**config.mk**
```make
export PLATFORM = sky130hd
export DESIGN_NAME = exception_sequencer
export DESIGN_NICKNAME = d
export VERILOG_FILES = /design/src/rtl/exc_pkg.sv /design/src/rtl/cp0_wdata_gen.sv /design/src/rtl/exception_sequencer.sv
export SDC_FILE = /design/constraint.sdc
export NUM_CORES = 1
export LEC_CHECK = 0
export BUFFER_PORTS_ARGS = -buffer_cell sky130_fd_sc_hd__buf_2
export CORE_UTILIZATION = 35
export CTS_CLUSTER_SIZE = 28
export DETAILED_ROUTE_END_ITERATION = 16
export PLACE_DENSITY_LB_ADDON = 0.05
export SYNTH_ARGS = -nofsm -noshare
export SYNTH_HDL_FRONTEND = slang
export SYNTH_SLANG_ARGS = --single-unit
```
**constraint.sdc**
```tcl
create_clock -name clk -period 6.75 [get_ports clk]
set_input_delay 1.35 -clock clk [delete_from_list [all_inputs] [get_ports clk]]
set_output_delay 1.35 -clock clk [all_outputs]
set_load 0.05 [all_outputs]
```
**src/rtl/exc_pkg.sv**
```systemverilog
// Shared types and constants for the exception/ERET sequencer.
package exc_pkg;

    typedef enum logic [2:0] {
        ST_IDLE     = 3'd0,
        ST_W_EPC    = 3'd1,
        ST_W_CAUSE  = 3'd2,
        ST_W_STATUS = 3'd3,
        ST_W_BADV   = 3'd4,
        ST_E_STATUS = 3'd5,
        ST_REDIRECT = 3'd6
    } state_t;

    // MIPS ExcCode values
    localparam logic [4:0] EXC_INT  = 5'h00;
    localparam logic [4:0] EXC_ADEL = 5'h04;
    localparam logic [4:0] EXC_ADES = 5'h05;
    localparam logic [4:0] EXC_SYS  = 5'h08;
    localparam logic [4:0] EXC_BP   = 5'h09;
    localparam logic [4:0] EXC_RI   = 5'h0A;
    localparam logic [4:0] EXC_OV   = 5'h0C;

    // CP0 write addresses, encoded {reg[4:0], sel[1:0]}
    localparam logic [6:0] CP0_EPC_ADDR      = 7'h38;
    localparam logic [6:0] CP0_CAUSE_ADDR    = 7'h34;
    localparam logic [6:0] CP0_STATUS_ADDR   = 7'h30;
    localparam logic [6:0] CP0_BADVADDR_ADDR = 7'h20;

    localparam int STATUS_EXL_BIT = 1;

    localparam logic [31:0] EXC_VECTOR_DEFAULT = 32'hBFC00380;

    // Address errors are the only exceptions that also record BadVAddr.
    function automatic logic is_addr_err(input logic [4:0] code);
        return (code == EXC_ADEL) || (code == EXC_ADES);
    endfunction

endpackage

```
**src/rtl/cp0_wdata_gen.sv**
```systemverilog
// Combinational CP0 write-port mux: maps sequencer state and latched
// exception fields onto the shared CP0 write address/data.
module cp0_wdata_gen
    import exc_pkg::*;
#(
    parameter int ADDR_W = 7
) (
    input  logic [2:0]        i_state,
    input  logic [4:0]        i_code,
    input  logic [31:0]       i_pc,
    input  logic [31:0]       i_badvaddr,
    input  logic              i_bd,
    input  logic [31:0]       i_status,
    output logic              o_wr_sel,
    output logic [ADDR_W-1:0] o_addr,
    output logic [31:0]       o_data
);

    localparam logic [31:0] EXL_MASK = 32'(1) << STATUS_EXL_BIT;

    // Decode one write per write state; everything reads zero otherwise.
    always_comb begin
        o_wr_sel = 1'b0;
        o_addr   = '0;
        o_data   = '0;
        case (state_t'(i_state))
            ST_W_EPC: begin
                o_wr_sel = 1'b1;
                o_addr   = ADDR_W'(CP0_EPC_ADDR);
                // A delay-slot fault restarts at the branch, one word back.
                o_data   = i_bd ? (i_pc - 32'd4) : i_pc;
            end
            ST_W_CAUSE: begin
                o_wr_sel = 1'b1;
                o_addr   = ADDR_W'(CP0_CAUSE_ADDR);
                o_data   = {i_bd, 24'b0, i_code, 2'b00};
            end
            ST_W_STATUS: begin
                o_wr_sel = 1'b1;
                o_addr   = ADDR_W'(CP0_STATUS_ADDR);
                o_data   = i_status | EXL_MASK;
            end
            ST_W_BADV: begin
                o_wr_sel = 1'b1;
                o_addr   = ADDR_W'(CP0_BADVADDR_ADDR);
                o_data   = i_badvaddr;
            end
            ST_E_STATUS: begin
                o_wr_sel = 1'b1;
                o_addr   = ADDR_W'(CP0_STATUS_ADDR);
                o_data   = i_status & ~EXL_MASK;
            end
            default: begin
                o_wr_sel = 1'b0;
                o_addr   = '0;
                o_data   = '0;
            end
        endcase
    end

endmodule

```
**src/rtl/exception_sequencer.sv**
```systemverilog
// Exception/ERET sequencer: accepts one committed exception or ERET,
// stalls the pipeline, serialises CP0 writes, then flushes and redirects.
module exception_sequencer
    import exc_pkg::*;
#(
    parameter logic [31:0] EXC_VECTOR = EXC_VECTOR_DEFAULT,
    parameter int          ADDR_W     = 7
) (
    input  logic              clk,
    input  logic              rst,
    input  logic              exc_valid,
    input  logic [4:0]        exc_code,
    input  logic [31:0]       exc_pc,
    input  logic [31:0]       exc_badvaddr,
    input  logic              exc_in_delay_slot,
    input  logic              eret_valid,
    input  logic [31:0]       cp0_status,
    input  logic [31:0]       cp0_epc,
    output logic              busy,
    output logic              Exception_Stall,
    output logic              Exception_clean,
    output logic              Exception_Write_addr_sel,
    output logic              Exception_Write_data_sel,
    output logic [ADDR_W-1:0] Exception_RF_addr,
    output logic [31:0]       Exceptiondata,
    output logic              pc_redirect_valid,
    output logic [31:0]       pc_redirect_target
);

    state_t      r_state;
    logic [4:0]  r_code;
    logic [31:0] r_pc;
    logic [31:0] r_badvaddr;
    logic        r_bd;
    logic [31:0] r_status;
    logic [31:0] r_epc;
    logic        r_eret;

    state_t      w_next;
    logic        w_accept_exc;
    logic        w_accept_eret;
    logic        w_wr_sel;
    logic        w_redirect;

    // State register and request field capture; reset aborts any sequence.
    always_ff @(posedge clk) begin
        if (!rst) begin
            r_state    <= ST_IDLE;
            r_code     <= '0;
            r_pc       <= '0;
            r_badvaddr <= '0;
            r_bd       <= 1'b0;
            r_status   <= '0;
            r_epc      <= '0;
            r_eret     <= 1'b0;
        end else begin
            r_state <= w_next;
            if (w_accept_exc) begin
                r_code     <= exc_code;
                r_pc       <= exc_pc;
                r_badvaddr <= exc_badvaddr;
                r_bd       <= exc_in_delay_slot;
                r_status   <= cp0_status;
                r_eret     <= 1'b0;
            end else if (w_accept_eret) begin
                r_status <= cp0_status;
                r_epc    <= cp0_epc;
                r_eret   <= 1'b1;
            end
        end
    end

    // Next-state decode; requests are only looked at in IDLE, exception first.
    always_comb begin
        w_next        = r_state;
        w_accept_exc  = 1'b0;
        w_accept_eret = 1'b0;
        case (r_state)
            ST_IDLE: begin
                if (exc_valid) begin
                    w_accept_exc = 1'b1;
                    // Nested exception keeps the original EPC.
                    w_next = cp0_status[STATUS_EXL_BIT] ? ST_W_CAUSE : ST_W_EPC;
                end else if (eret_valid) begin
                    w_accept_eret = 1'b1;
                    w_next        = ST_E_STATUS;
                end
            end
            ST_W_EPC:    w_next = ST_W_CAUSE;
            ST_W_CAUSE:  w_next = ST_W_STATUS;
            ST_W_STATUS: w_next = is_addr_err(r_code) ? ST_W_BADV : ST_REDIRECT;
            ST_W_BADV:   w_next = ST_REDIRECT;
            ST_E_STATUS: w_next = ST_REDIRECT;
            ST_REDIRECT: w_next = ST_IDLE;
            default:     w_next = ST_IDLE;
        endcase
    end

    cp0_wdata_gen #(
        .ADDR_W (ADDR_W)
    ) u_wdata_gen (
        .i_state    (r_state),
        .i_code     (r_code),
        .i_pc       (r_pc),
        .i_badvaddr (r_badvaddr),
        .i_bd       (r_bd),
        .i_status   (r_status),
        .o_wr_sel   (w_wr_sel),
        .o_addr     (Exception_RF_addr),
        .o_data     (Exceptiondata)
    );

    assign w_redirect = (r_state == ST_REDIRECT);

    assign busy                     = (r_state != ST_IDLE);
    assign Exception_Stall          = (r_state != ST_IDLE);
    assign Exception_clean          = w_redirect;
    assign Exception_Write_addr_sel = w_wr_sel;
    assign Exception_Write_data_sel = w_wr_sel;
    assign pc_redirect_valid        = w_redirect;
    assign pc_redirect_target       = w_redirect ? (r_eret ? r_epc : EXC_VECTOR) : 32'h0;

endmodule

```
==> run metrics <==
clk_skew=7.63 ps; ys async rst share=0%; R2R cell count=8; IO buf count=211; Setup crit start kind=flop; synth warn=0; die area=0.0210 sq mm; Post-CTS Hold Buffers=0; CTS tree=built; Core ar.=0.0197 sq mm; fmax=196 MHz; max cap viols=0; Overflow after GRT=0; Crit Path Max Fanout=24; critical path class=reg2out; synthesized flop and latch total=137; Post-CTS Repair Setup Buffers=0; number of DRC markers in iteration 0=311; buffer depth of the longest clock path=2; worst r2r dst=r_status[12]; fin nets=1251; Chip Height=145 microns; crit path DAT=3750 ps; status=finished, final reports clean; period utilisation layout=75.5%; final core occ=45.0%; CTS Buf Count=17; H-tree Lvls=4; power after layout=0.00312 W; clock latency on the worst-skew pair=410 ps; Max IR drop VDD=0.181 mV; Hold Fails Final Rpt=0; Reg clk slew, reported paths=60 ps; fillers=2066; relative max-transition margin=36.1%; drt wl/cell=16.6 microns; Cell Area, Synth=0.00714 sq mm; DRC=0; Hold WS=456 ps; Detailed Route WL=23000 microns; starting density of the core=36.2%; CP Capture Type=output pin; prevailing post-synth register cell=dfxtp_1; routed vias/inst=4.91; worst-margin pin slew=955 ps; final setup fails=0; Distinct cells, synth=55; Critical Path RT=5400 ps; register area=0.00274 sq mm; RSZ-0062 raised after global routing=false; num rows=51; sequential area share after synthesis=38.4%; Resize count post-CTS=0; largest net degree at the start of global routing=76; Clock Sinks=137; worst hold path type=reg2reg; Power Density=352 mW/mm^2; post-route ant nets=0; Avg Inst Size Synth=7.57 sq um; clk root buf=clkbuf_16; Vias=6809; first-pass GRT wire length=35200 microns; end of the critical path=Exceptiondata[20]; most frequent cells in the layout=286 x nand2_1, 210 x buf_2, 136 x dfxtp_1; Layout area overhead=24.2%; vias in the first global route=6482; Post-synth EDFFs=0; gr usage total=22.4%; share of cells above drive strength 1=24.0%; DRT Pass-1 Iters=6; Leak=3.55 nW; Post-Synthesis Cells=943; gpl congestion=0.825; I/O pins=215; multi-input logic area=0.00404 sq mm; worst setup path startpoint=r_state[1]; R2R setup slack=3650 ps; most common cell after layout, fill and taps aside=nand2_1; die width=145 microns; RR Startpoint=r_state[0]; fin crit period=5100 ps; initial antenna violation count=3; hpwl dp=16200 microns; Slew Viols, Final=0; setup_tns=0 ps
-- logic make-up (layout without fill, tap and decap cells) --
| kind of cell | Yosys count | count (layout) | share of synthesized area [%] |
|---|---|---|---|
| other | 1 | 4 | 0.0525 |
| buffers and inverters | 90 | 266 | 5.29 |
| and+or+nand+nor | 411 | 411 | 25.3 |
| adders and majority gates | 3 | 3 | 0.526 |
| xor gates and xnor gates | 27 | 27 | 3.31 |
| AOI/OAI and AO/OA | 249 | 249 | 23.6 |
| DFF | 137 | 137 | 38.4 |
| muxes | 25 | 25 | 3.52 |
-- how the worst min path moves through the flow --
stage	start	to	slack, ps	cells past startpoint
finish	r_epc[18]	r_epc[18]	460	2
global route	r_epc[17]	r_epc[17]	480	2
CTS	r_epc[18]	r_epc[18]	460	2
detailed placement	r_epc[18]	r_epc[18]	450	2
global placement	r_epc[3]	r_epc[3]	450	2
floorplan	r_status[31]	r_status[31]	440	2
-- through the flow --
step,setup WS [ps],std cells,cell area (sq um)
2_1_floorplan,2810,945,7150
3_3_place_gp,2250,1356,8310
3_5_place_dp,2160,1356,8310
4_1_cts,1700,1386,8870
5_1_grt,1330,1386,8870
6_report,1650,1387,8870
-- where the power goes --
part | switching [W] | internal, W
clock network | 0.000360 | 0.000537
logic | 0.000821 | 0.000342
registers | 0.000124 | 0.000939
-- registers in the layout, summed over array words and instances, names as in the netlist --
| name | cells |
|---|---|
| r_badvaddr | 32 |
| r_bd | 1 |
| r_code | 5 |
| r_epc | 32 |
| r_eret | 1 |
| r_pc | 32 |
| r_state | 3 |
| r_status | 31 |
-- layout make-up --
cell class                      instances  area share, %
Sequential cell                       137           30.9
Antenna cell                            1         0.0282
Tap cell                              265           3.74
Clock inverter                         13           1.48
Clock buffer                           17           4.79
Inverter                               13          0.550
Timing Repair Buffer                  223           12.9
Multi-Input combinational cell        718           45.5
-- synthesized netlist by cell type (2+ instances only) --
cell	number	area (sq um)
a21boi_0	130	976
a21boi_1	3	22.5
a21oi_1	57	285
a22oi_1	3	22.5
and2_1	21	131
buf_1	4	15.0
buf_2	5	25.0
buf_4	7	52.6
clkbuf_1	60	225
dfxtp_1	137	2740
ha_1	3	37.5
inv_1	12	45.0
mux2i_1	24	240
nand2_1	287	1080
nand2b_1	6	37.5
nand3_1	4	20.0
nand3b_1	3	22.5
nand4bb_1	2	22.5
nor2_1	46	173
nor2b_1	4	25.0
nor3_1	9	45.0
nor3_2	2	20.0
nor3b_1	2	15.0
nor4_1	8	50.1
nor4_2	3	37.5
o21a_1	15	113
o21ai_0	11	55.1
o22ai_1	18	113
o2bb2ai_1	2	17.5
or3_1	5	31.3
xnor2_1	21	184
xor2_1	6	52.6
-- routing by layer --
metal | track usage (%) | vias up | share of wire (%)
li1 | - | 3471 | -
met5 | 0 | - | 0.12
met4 | 4.60 | 4 | 0.76
met3 | 7.17 | 15 | 7.1
met1 | 28.4 | 3135 | 46
met2 | 37.0 | 184 | 46
-- critical path: stages, from the launching register on --
cell	delay, ps
dfxtp_1	830
clkinv_1	480
ha_1	620
nor4b_1	620
a22oi_1	190
a21oi_1	270
buf_2	320
Power figures use the tool's default switching activity.
